===== config.mk =====
export PLATFORM = sky130hd
export DESIGN_NAME = mem_access_controller
export DESIGN_NICKNAME = d
export VERILOG_FILES = /design/src/rtl/mem_ctrl_pkg.sv /design/src/rtl/mem_lane_align.sv /design/src/rtl/mem_access_controller.sv
export SDC_FILE = /design/constraint.sdc
export NUM_CORES = 1
export LEC_CHECK = 0
export CORE_MARGIN = 1.5
export CORE_UTILIZATION = 49
export CTS_CLUSTER_SIZE = 10
export DETAILED_ROUTE_END_ITERATION = 7
export HOLD_SLACK_MARGIN = 0.08
export PLACE_DENSITY = 0.86
export SKIP_LAST_GASP = 1
export SYNTH_ARGS = -nofsm -noshare
export SYNTH_HDL_FRONTEND = slang
export SYNTH_SLANG_ARGS = --single-unit
export TNS_END_PERCENT = 100

===== constraint.sdc =====
create_clock -name Clk -period 6.97 [get_ports Clk]
set_clock_uncertainty 0.05 [all_clocks]
set_input_delay 2.091 -clock Clk [delete_from_list [all_inputs] [get_ports Clk]]
set_output_delay 2.091 -clock Clk [all_outputs]
set_load 0.05 [all_outputs]

===== src/rtl/mem_ctrl_pkg.sv =====
`default_nettype none
// ============================================================================
// Module      : mem_ctrl_pkg
// Description : Shared encodings for the MEM-stage access controller.
// Revision    : 1.0 - initial release
// ============================================================================
package mem_ctrl_pkg;

   typedef enum logic [1:0] {
      MT_WORD  = 2'b00,
      MT_HALF  = 2'b01,
      MT_BYTE  = 2'b10,
      MT_BYTEU = 2'b11
   } mem_type_e;

   typedef enum logic [1:0] {
      ST_IDLE = 2'b00,
      ST_BUSY = 2'b01,
      ST_DONE = 2'b10
   } mem_state_e;

   localparam logic [3:0] C_BE_WORD    = 4'b1111;
   localparam logic [3:0] C_BE_HALF_LO = 4'b0011;
   localparam logic [3:0] C_BE_HALF_HI = 4'b1100;
   localparam logic [3:0] C_BE_BYTE0   = 4'b0001;

endpackage
`default_nettype wire


===== src/rtl/mem_lane_align.sv =====
`default_nettype none
// ============================================================================
// Module      : mem_lane_align
// Description : Lane steering for sub-word stores/loads and alignment check.
// Revision    : 1.0 - initial release
// ============================================================================
module mem_lane_align
   import mem_ctrl_pkg::*;
(
   input  logic [1:0]  i_addr_lo,
   input  mem_type_e   i_type,
   input  logic [31:0] i_wdata,
   input  logic [31:0] i_rword,
   output logic [3:0]  o_byte_en,
   output logic [31:0] o_wdata,
   output logic [31:0] o_rdata,
   output logic        o_misalign
);

   logic [15:0] w_half;
   logic [7:0]  w_byte;

   always_comb begin
      w_half = i_addr_lo[1] ? i_rword[31:16] : i_rword[15:0];
      case (i_addr_lo)
         2'd0:    w_byte = i_rword[7:0];
         2'd1:    w_byte = i_rword[15:8];
         2'd2:    w_byte = i_rword[23:16];
         default: w_byte = i_rword[31:24];
      endcase
   end

   always_comb begin
      o_byte_en  = C_BE_WORD;
      o_wdata    = i_wdata;
      o_rdata    = i_rword;
      o_misalign = 1'b0;
      case (i_type)
         MT_WORD: begin
            o_misalign = |i_addr_lo;
         end
         MT_HALF: begin
            o_byte_en  = i_addr_lo[1] ? C_BE_HALF_HI : C_BE_HALF_LO;
            o_wdata    = {2{i_wdata[15:0]}};
            o_rdata    = {{16{w_half[15]}}, w_half};
            o_misalign = i_addr_lo[0];
         end
         MT_BYTE: begin
            o_byte_en  = C_BE_BYTE0 << i_addr_lo;
            o_wdata    = {4{i_wdata[7:0]}};
            o_rdata    = {{24{w_byte[7]}}, w_byte};
         end
         default: begin
            o_byte_en  = C_BE_BYTE0 << i_addr_lo;
            o_wdata    = {4{i_wdata[7:0]}};
            o_rdata    = {24'd0, w_byte};
         end
      endcase
   end

endmodule
`default_nettype wire


===== src/rtl/mem_access_controller.sv =====
`default_nettype none
// ============================================================================
// Module      : mem_access_controller
// Description : MEM-stage sequencer driving a req/ack data-memory port.
// Revision    : 1.0 - initial release
// ============================================================================
module mem_access_controller
   import mem_ctrl_pkg::*;
#(
   parameter int unsigned TIMEOUT_CYCLES = 255
) (
   input  logic        Clk,
   input  logic        Rst_n,
   input  logic        MemReadM,
   input  logic        MemWriteM,
   input  logic [1:0]  MemTypeM,
   input  logic [31:0] ALUresultM,
   input  logic [31:0] ReadData2M,
   output logic        MemReq,
   output logic        MemWe,
   output logic [31:0] MemAddr,
   output logic [3:0]  MemByteEn,
   output logic [31:0] MemWData,
   input  logic        MemAck,
   input  logic [31:0] MemRData,
   output logic        StallM,
   output logic [31:0] ReadDataM,
   output logic        MisalignM,
   output logic        MemFaultM
);

   localparam logic [15:0] C_TMO_LAST = 16'(TIMEOUT_CYCLES - 1);

   mem_state_e  r_state;
   mem_state_e  w_next;
   logic        r_req;
   logic        r_we;
   logic [31:0] r_addr;
   logic [3:0]  r_be;
   logic [31:0] r_wdata;
   logic [31:0] r_rdata;
   logic        r_fault;
   logic [15:0] r_cnt;
   logic [1:0]  r_lane;
   mem_type_e   r_type;

   logic        w_idle;
   logic        w_cmd;
   logic        w_go;
   logic        w_tmo;
   logic        w_stall;
   logic [1:0]  w_lane;
   mem_type_e   w_type;
   logic [3:0]  w_be;
   logic [31:0] w_wdata;
   logic [31:0] w_load;
   logic        w_mis;

   // While busy, the lane/type captured at issue steer the returning word.
   assign w_idle = (r_state == ST_IDLE);
   assign w_lane = w_idle ? ALUresultM[1:0] : r_lane;
   assign w_type = w_idle ? mem_type_e'(MemTypeM) : r_type;

   mem_lane_align u_align (
      .i_addr_lo  (w_lane),
      .i_type     (w_type),
      .i_wdata    (ReadData2M),
      .i_rword    (MemRData),
      .o_byte_en  (w_be),
      .o_wdata    (w_wdata),
      .o_rdata    (w_load),
      .o_misalign (w_mis)
   );

   assign w_cmd = MemReadM | MemWriteM;
   assign w_go  = w_cmd & ~w_mis;
   assign w_tmo = (r_cnt == C_TMO_LAST);

   always_ff @(posedge Clk or negedge Rst_n) begin
      if (!Rst_n) begin
         r_state <= ST_IDLE;
      end else begin
         r_state <= w_next;
      end
   end

   always_comb begin
      w_next  = r_state;
      w_stall = 1'b0;
      case (r_state)
         ST_IDLE: begin
            if (w_go) begin
               w_next  = ST_BUSY;
               w_stall = 1'b1;
            end
         end
         ST_BUSY: begin
            w_stall = 1'b1;
            if (MemAck || w_tmo) begin
               w_next = ST_DONE;
            end
         end
         ST_DONE: begin
            w_next = ST_IDLE;
         end
         default: begin
            w_next = ST_IDLE;
         end
      endcase
   end

   always_ff @(posedge Clk or negedge Rst_n) begin
      if (!Rst_n) begin
         r_req   <= 1'b0;
         r_we    <= 1'b0;
         r_addr  <= 32'd0;
         r_be    <= 4'd0;
         r_wdata <= 32'd0;
         r_rdata <= 32'd0;
         r_fault <= 1'b0;
         r_cnt   <= 16'd0;
         r_lane  <= 2'd0;
         r_type  <= MT_WORD;
      end else begin
         case (r_state)
            ST_IDLE: begin
               r_fault <= 1'b0;
               if (w_go) begin
                  r_req   <= 1'b1;
                  r_we    <= MemWriteM;
                  r_addr  <= {ALUresultM[31:2], 2'b00};
                  r_be    <= w_be;
                  r_wdata <= w_wdata;
                  r_rdata <= 32'd0;
                  r_cnt   <= 16'd0;
                  r_lane  <= ALUresultM[1:0];
                  r_type  <= mem_type_e'(MemTypeM);
               end
            end
            ST_BUSY: begin
               // An ack on the final allowed cycle still counts as success.
               if (MemAck) begin
                  r_req   <= 1'b0;
                  r_we    <= 1'b0;
                  r_rdata <= r_we ? 32'd0 : w_load;
               end else if (w_tmo) begin
                  r_req   <= 1'b0;
                  r_we    <= 1'b0;
                  r_fault <= 1'b1;
                  r_rdata <= 32'd0;
               end else begin
                  r_cnt <= r_cnt + 16'd1;
               end
            end
            default: begin
               r_fault <= 1'b0;
            end
         endcase
      end
   end

   assign MemReq    = r_req;
   assign MemWe     = r_we;
   assign MemAddr   = r_addr;
   assign MemByteEn = r_be;
   assign MemWData  = r_wdata;
   assign ReadDataM = r_rdata;
   assign MemFaultM = r_fault;
   assign StallM    = Rst_n & w_stall;
   assign MisalignM = w_idle & w_cmd & w_mis;

endmodule
`default_nettype wire


# After elaboration in Yosys (flattened, before gate mapping)
# Cells that the tools add are included.
dict set report word_totals {
  ff_bits 123
  latch_bits 0
  mem_bits_rw 0
  rom_bits 0
  output_inout_bits 105
  wordCells 74
  n_memories 0
}
dict set report classes {
  add_sub_neg 1
  multipliers 0
  div_mod_pow 0
  magnitude_cmp 0
  eq_ne 12
  shifts 1
  muxes 32
  bitwise 6
  n_reduce_logical 11
}
# operator count
set ops {}
lappend ops {{32-bit two-way mux} 4}
lappend ops {{32-bit case mux with 2 select lines} 2}
lappend ops {{32-bit case mux with 3 select lines} 1}
lappend ops {{16-bit two-way mux} 4}
lappend ops {{16-bit case mux with 2 select lines} 1}
lappend ops {{8-bit case mux with 3 select lines} 1}
lappend ops {{16-bit by 1-bit adder with 16-bit output, second input constant} 1}
lappend ops {{16-bit by 8-bit == test with 1-bit output, second input constant} 1}
lappend ops {{1-bit two-way mux} 8}
lappend ops {{2-bit two-way mux} 4}
lappend ops {{2-bit != test, second input constant} 4}
lappend ops {{1-bit case mux with 2 select lines} 4}
lappend ops {{4-bit case mux with 2 select lines} 1}
lappend ops {{2-bit by 1-bit == test with 1-bit output, second input constant} 3}
lappend ops {{2-bit zero test} 3}
lappend ops {{2-bit AND reduction} 3}
lappend ops {{1-bit bitwise AND} 4}
lappend ops {{2-bit == test, second input constant} 2}
lappend ops {{4-bit two-way mux} 1}
lappend ops {{2-bit case mux with 2 select lines} 1}
lappend ops {{4-bit AND reduction} 1}
lappend ops {{1-bit by 2-bit left shift with 4-bit output, first input constant} 1}
lappend ops {{3-bit != test, second input constant} 1}
lappend ops {{3-bit AND reduction} 1}
lappend ops {{6 further kinds} 6}

# Longest topological paths before layout
dict set report depth {
  ltp_word 9
  ltp_mapped 10
  mapped_depth_nobuf 8
}

# Modules after synthesis
# From an unflattened synthesis, not the netlist that was laid out.
dict set report hier_totals {
  hier_cells 702
  hier_area_um2 6246.0
}
# module n_inst cells_each area_per_inst_um2 seq_area_each_um2
set by_module_without_submodules {}
lappend by_module_without_submodules {mem_access_controller 1 511 5018.6 3078.0}
lappend by_module_without_submodules {mem_lane_align 1 191 1227.4 0.0}

# Worst setup path after synthesis
# OpenSTA, ideal clock, no wires.
dict set report synth_path {
  kind {input -> output}
  from {input ALUresultM[0]}
  to {output StallM}
  arrival_ns 4.004
  setup_slack_ns 0.825
  stages 4
  n_path_buf 0
  path_cell_list {mux2_4 o31ai_2 a21oi_1 nor3b_1}
}
dict set report synth_via {
  elab_chain_len 8
}
# item line
set synth_rtl {}
lappend synth_rtl {{start, declared} mem_access_controller.sv:17} ;# input logic [31:0] ALUresultM,
lappend synth_rtl {{2-bit two-way mux (*)} mem_access_controller.sv:61} ;# assign w_lane = w_idle ? ALUresultM[1:0] : r_lane;
lappend synth_rtl {{2-bit OR reduction} mem_lane_align.sv:40} ;# o_misalign = |i_addr_lo;
lappend synth_rtl {{1-bit case mux with 2 select lines (*)} mem_lane_align.sv:38} ;# case (i_type)
lappend synth_rtl {{1-bit NOT (*)} mem_access_controller.sv:76} ;# assign w_go = w_cmd & ~w_mis;
lappend synth_rtl {{1-bit bitwise AND (*)} mem_access_controller.sv:76}
lappend synth_rtl {{1-bit two-way mux (*)} mem_access_controller.sv:92} ;# if (w_go) begin
lappend synth_rtl {{1-bit case mux with 2 select lines (*)} mem_access_controller.sv:90} ;# case (r_state)
lappend synth_rtl {{1-bit bitwise AND (*)} mem_access_controller.sv:169} ;# assign StallM = Rst_n & w_stall;
lappend synth_rtl {{end, declared} mem_access_controller.sv:26} ;# output logic StallM,
# Every way passes the cells marked *; elsewhere a longest branch is shown, timed or not.

# Worst setup path after layout
# Same ends and word-level chain as after synthesis.

==> impl_metrics.yaml <==
outcome:
  status: "completed"
placed_design:
  hpwlAfterDp_um: 13120
  routabilityCongestion: 0.9125
  place_ws_ns: 0.8194
  portBuffers: 205
synthesis:
  ys_seq_area_frac: 0.5089
  synth_edf_count: 0
  synthArstFlopShare: 1.000
  synth_flop_cell: "dfrtp_1"
  synth_area_leaders: "dfrtp_1 51%, mux2_2 11%, o221ai_1 2.5%"
  yosysTopAreaCell: "dfrtp_1"
  synth_top_area_share: 0.5089
  synth-seq-cells: 123
  syn_avg_cell_area_um2: 11.31
  yosysUniqueCellTypes: 61
  netlist_instances: 535
  syn-cell-area_um2: 6048
  yosysWarnings: 0
sta:
  final-setup-viol-count: 0
  fmax_mhz: 162.2
  finalHoldViolCount: 0
  fin_crit_ns: 6.164
  rsz0062_at_grt: "false"
  finalMaxSlewViolations: 0
  slew_headroom: 0.3879
  fin_tns_setup_ns: 0
  layout_setup_ws_ns: 0.8057
  fin_crit_sh: 0.8844
  tightest_slew_ns: 0.9182
pwr:
  p_leak_nw: 3.636
  seqPwrFrac: 0.238
  p_switching_w: 0.002342
  peakVddDrop_uv: 425.4
  swShare: 0.4631
  finalPower_w: 0.005057
  power_density_nw_per_um2: 574.5
  internal-power_w: 0.002715
  p_clk_frac: 0.192
  comb_power_share: 0.570
finish:
  insertedDiodeCount: 0
  drive_gt1_frac: 0.1658
  multi_input_area_um2: 2704
  areaGrowthSynthToFinish_pct: 45.53
  nets: 840
  seqCellArea_um2: 3078
  fill_cells: 838
  layout_common_cells: "202 x clkdlybuf4s50_1, 123 x dfrtp_1, 60 x mux2_2, 38 x nor2_1, 34 x nand2_1"
  final_common_cell: "clkdlybuf4s50_1"
grt:
  grt_overflow: 0
  grt_max_degree: 72
  grt_first_pass_wirelength_um: 28930
  grt_usage: 0.2922
  antenna_found_initial: 0
  first_global_vias: 5559
floorplan:
  rows: 40
  die_width_um: 114.1
  core_um2: 12010
  die_y_um: 114.1
  start_util: 0.5035
  dieArea_um2: 13020
  ioPinCount: 208
clock_tree:
  cts_buffers: 17
  post-cts-setup-buffer-count: 0
  cts.clk_slew.worst_paths_ns: 0.06
  htree_levels: 4
  insertion_delay_ns: 0.42
  cts_tree: "built"
  clock-sinks: 123
  clock_path_buffers: 2
  cts_resized: 0
  cts_hold_buffers: 0
  root_buffer: "clkbuf_16"
critical_path:
  worstSetupPathType: "in2out"
  cp_cell_sequence: "clkdlybuf4s50_1 -> mux2_4 -> o31ai_2 -> buf_4 -> a21oi_1 -> nor3b_1 -> buf_12"
  slowest_delay_ns: 0.47
  worstPathArrival_ns: 4.02
  worst_setup_path_end_kind: "output port"
  start_kind: "input pin"
  slowest_stage: "clkdlybuf4s50_1"
  required_ns: 4.83
  crit_path_max_fanout: 13
  r2r_setup_slack_ns: 3.56
  r2r_start: "r_state[0]"
  worstRegToRegCells: 6
  crit_start: "ALUresultM[0]"
  r2r_end: "MemWData[31]"
  crit_path_end: "StallM"
route:
  first_pass_iters: 6
  num_vias: 5346
  routed_via_density: 5.973
  wire_per_inst_um: 20.53
  drt_iter0_markers: 394
  ant_nets: 0
  wirelength_um: 18370
  drc: 0
worst_hold_path:
  hold_path.class: "reg2reg"
run:
  drv_cap: 0
worst max-delay path, delay by kind of cell:
| family | cells | cell delay (ns) |
|---|---|---|
| buffers and inverters | 3 | 0.88 |
| and+or+nand+nor | 1 | 0.37 |
| AOI/OAI and AO/OA | 2 | 0.34 |
| muxes | 1 | 0.33 |
worst min-delay path by stage:
stage | start | end | slack, ns | cells after the start
after global placement | MemReq | MemReq | 0.42 | 2
after global routing | MemFaultM | MemFaultM | 0.45 | 1
after CTS | MemReq | MemReq | 0.43 | 2
after floorplan | r_cnt[15] | r_cnt[15] | 0.46 | 2
final | ReadDataM[10] | ReadDataM[10] | 0.43 | 1
after detailed placement | MemReq | MemReq | 0.42 | 2
Yosys cell counts, types with 2 or more instances:
library cell	count
a211oi_1	8
a211oi_4	2
a21o_1	2
a21oi_1	17
a222oi_1	7
a22o_1	2
a31oi_1	9
and3_1	2
and4_1	2
buf_2	8
buf_4	12
buf_6	3
clkbuf_1	8
dfrtp_1	123
ha_1	2
inv_1	20
mux2_2	60
mux2_4	9
mux2i_1	11
nand2_1	34
nand3_1	25
nand4_1	5
nor2_1	38
nor3_1	4
nor3b_1	2
nor3b_2	3
nor4_1	4
nor4b_1	2
o211ai_1	2
o21a_1	9
o21ai_0	25
o21ai_1	3
o21ai_2	4
o221ai_1	17
o2bb2ai_1	14
or3_1	4
xnor2_1	8
xor2_1	2
through the flow:
step           instance area [µm²]  std cells  hold WS, ns  utilization
2_1_floorplan                 6052        536       0.4621            -
3_3_place_gp                  8150        863       0.4172       0.6785
3_5_place_dp                  8150        863       0.4224       0.6785
4_1_cts                       8802        895       0.4338       0.7328
5_1_grt                       8802        895       0.4535       0.7328
6_report                      8802        895       0.4333       0.7328
layout make-up:
| cell class | count | area share |
|---|---|---|
| clock buffers | 22 | 0.05274 |
| clock inverters | 10 | 0.02132 |
| inverters | 20 | 0.008529 |
| multi-input cells | 361 | 0.3072 |
| flip-flops and latches | 123 | 0.3497 |
| well taps | 147 | 0.02090 |
| repair buffers | 212 | 0.2397 |
registers in the layout, indices dropped and copies added, names as in the netlist:
register and count:
MemAddr 30, MemByteEn 4, MemFaultM 1, MemReq 1, MemWData 32, MemWe 1, ReadDataM 32, r_cnt 16
r_lane 2, r_state 2, r_type 2
power by group through the flow:
stage	clock network, W	registers [W]	logic (W)
after CTS	0.000983	0.00120	0.00288
after detailed placement	0	0.00120	0.00286
after global placement	0	0.00118	0.00281
final	0.000973	0.00120	0.00288
after global routing	0.00102	0.00123	0.00302
after floorplan	0	0.00207	0.00111
logic make-up after synthesis:
logic type               after synthesis  share of synthesized area
other                                  1                  0.0006200
multiplexers                          81                     0.1541
adder cells (fa/ha/maj)                2                   0.004137
buffers and inverters                 52                    0.04530
AND/OR/NAND/NOR                      136                     0.1144
flip-flops                           123                     0.5089
XOR/XNOR                              10                    0.01448
AO/OA/AOI/OAI                        130                     0.1580
per-layer routing:
metal  global-route usage  part of all wire
met1               0.3338              0.37
met2               0.4884              0.50
met3               0.1059             0.094
met4               0.1408             0.039
met5                    0                 0
Power figures use the tool's default switching activity.
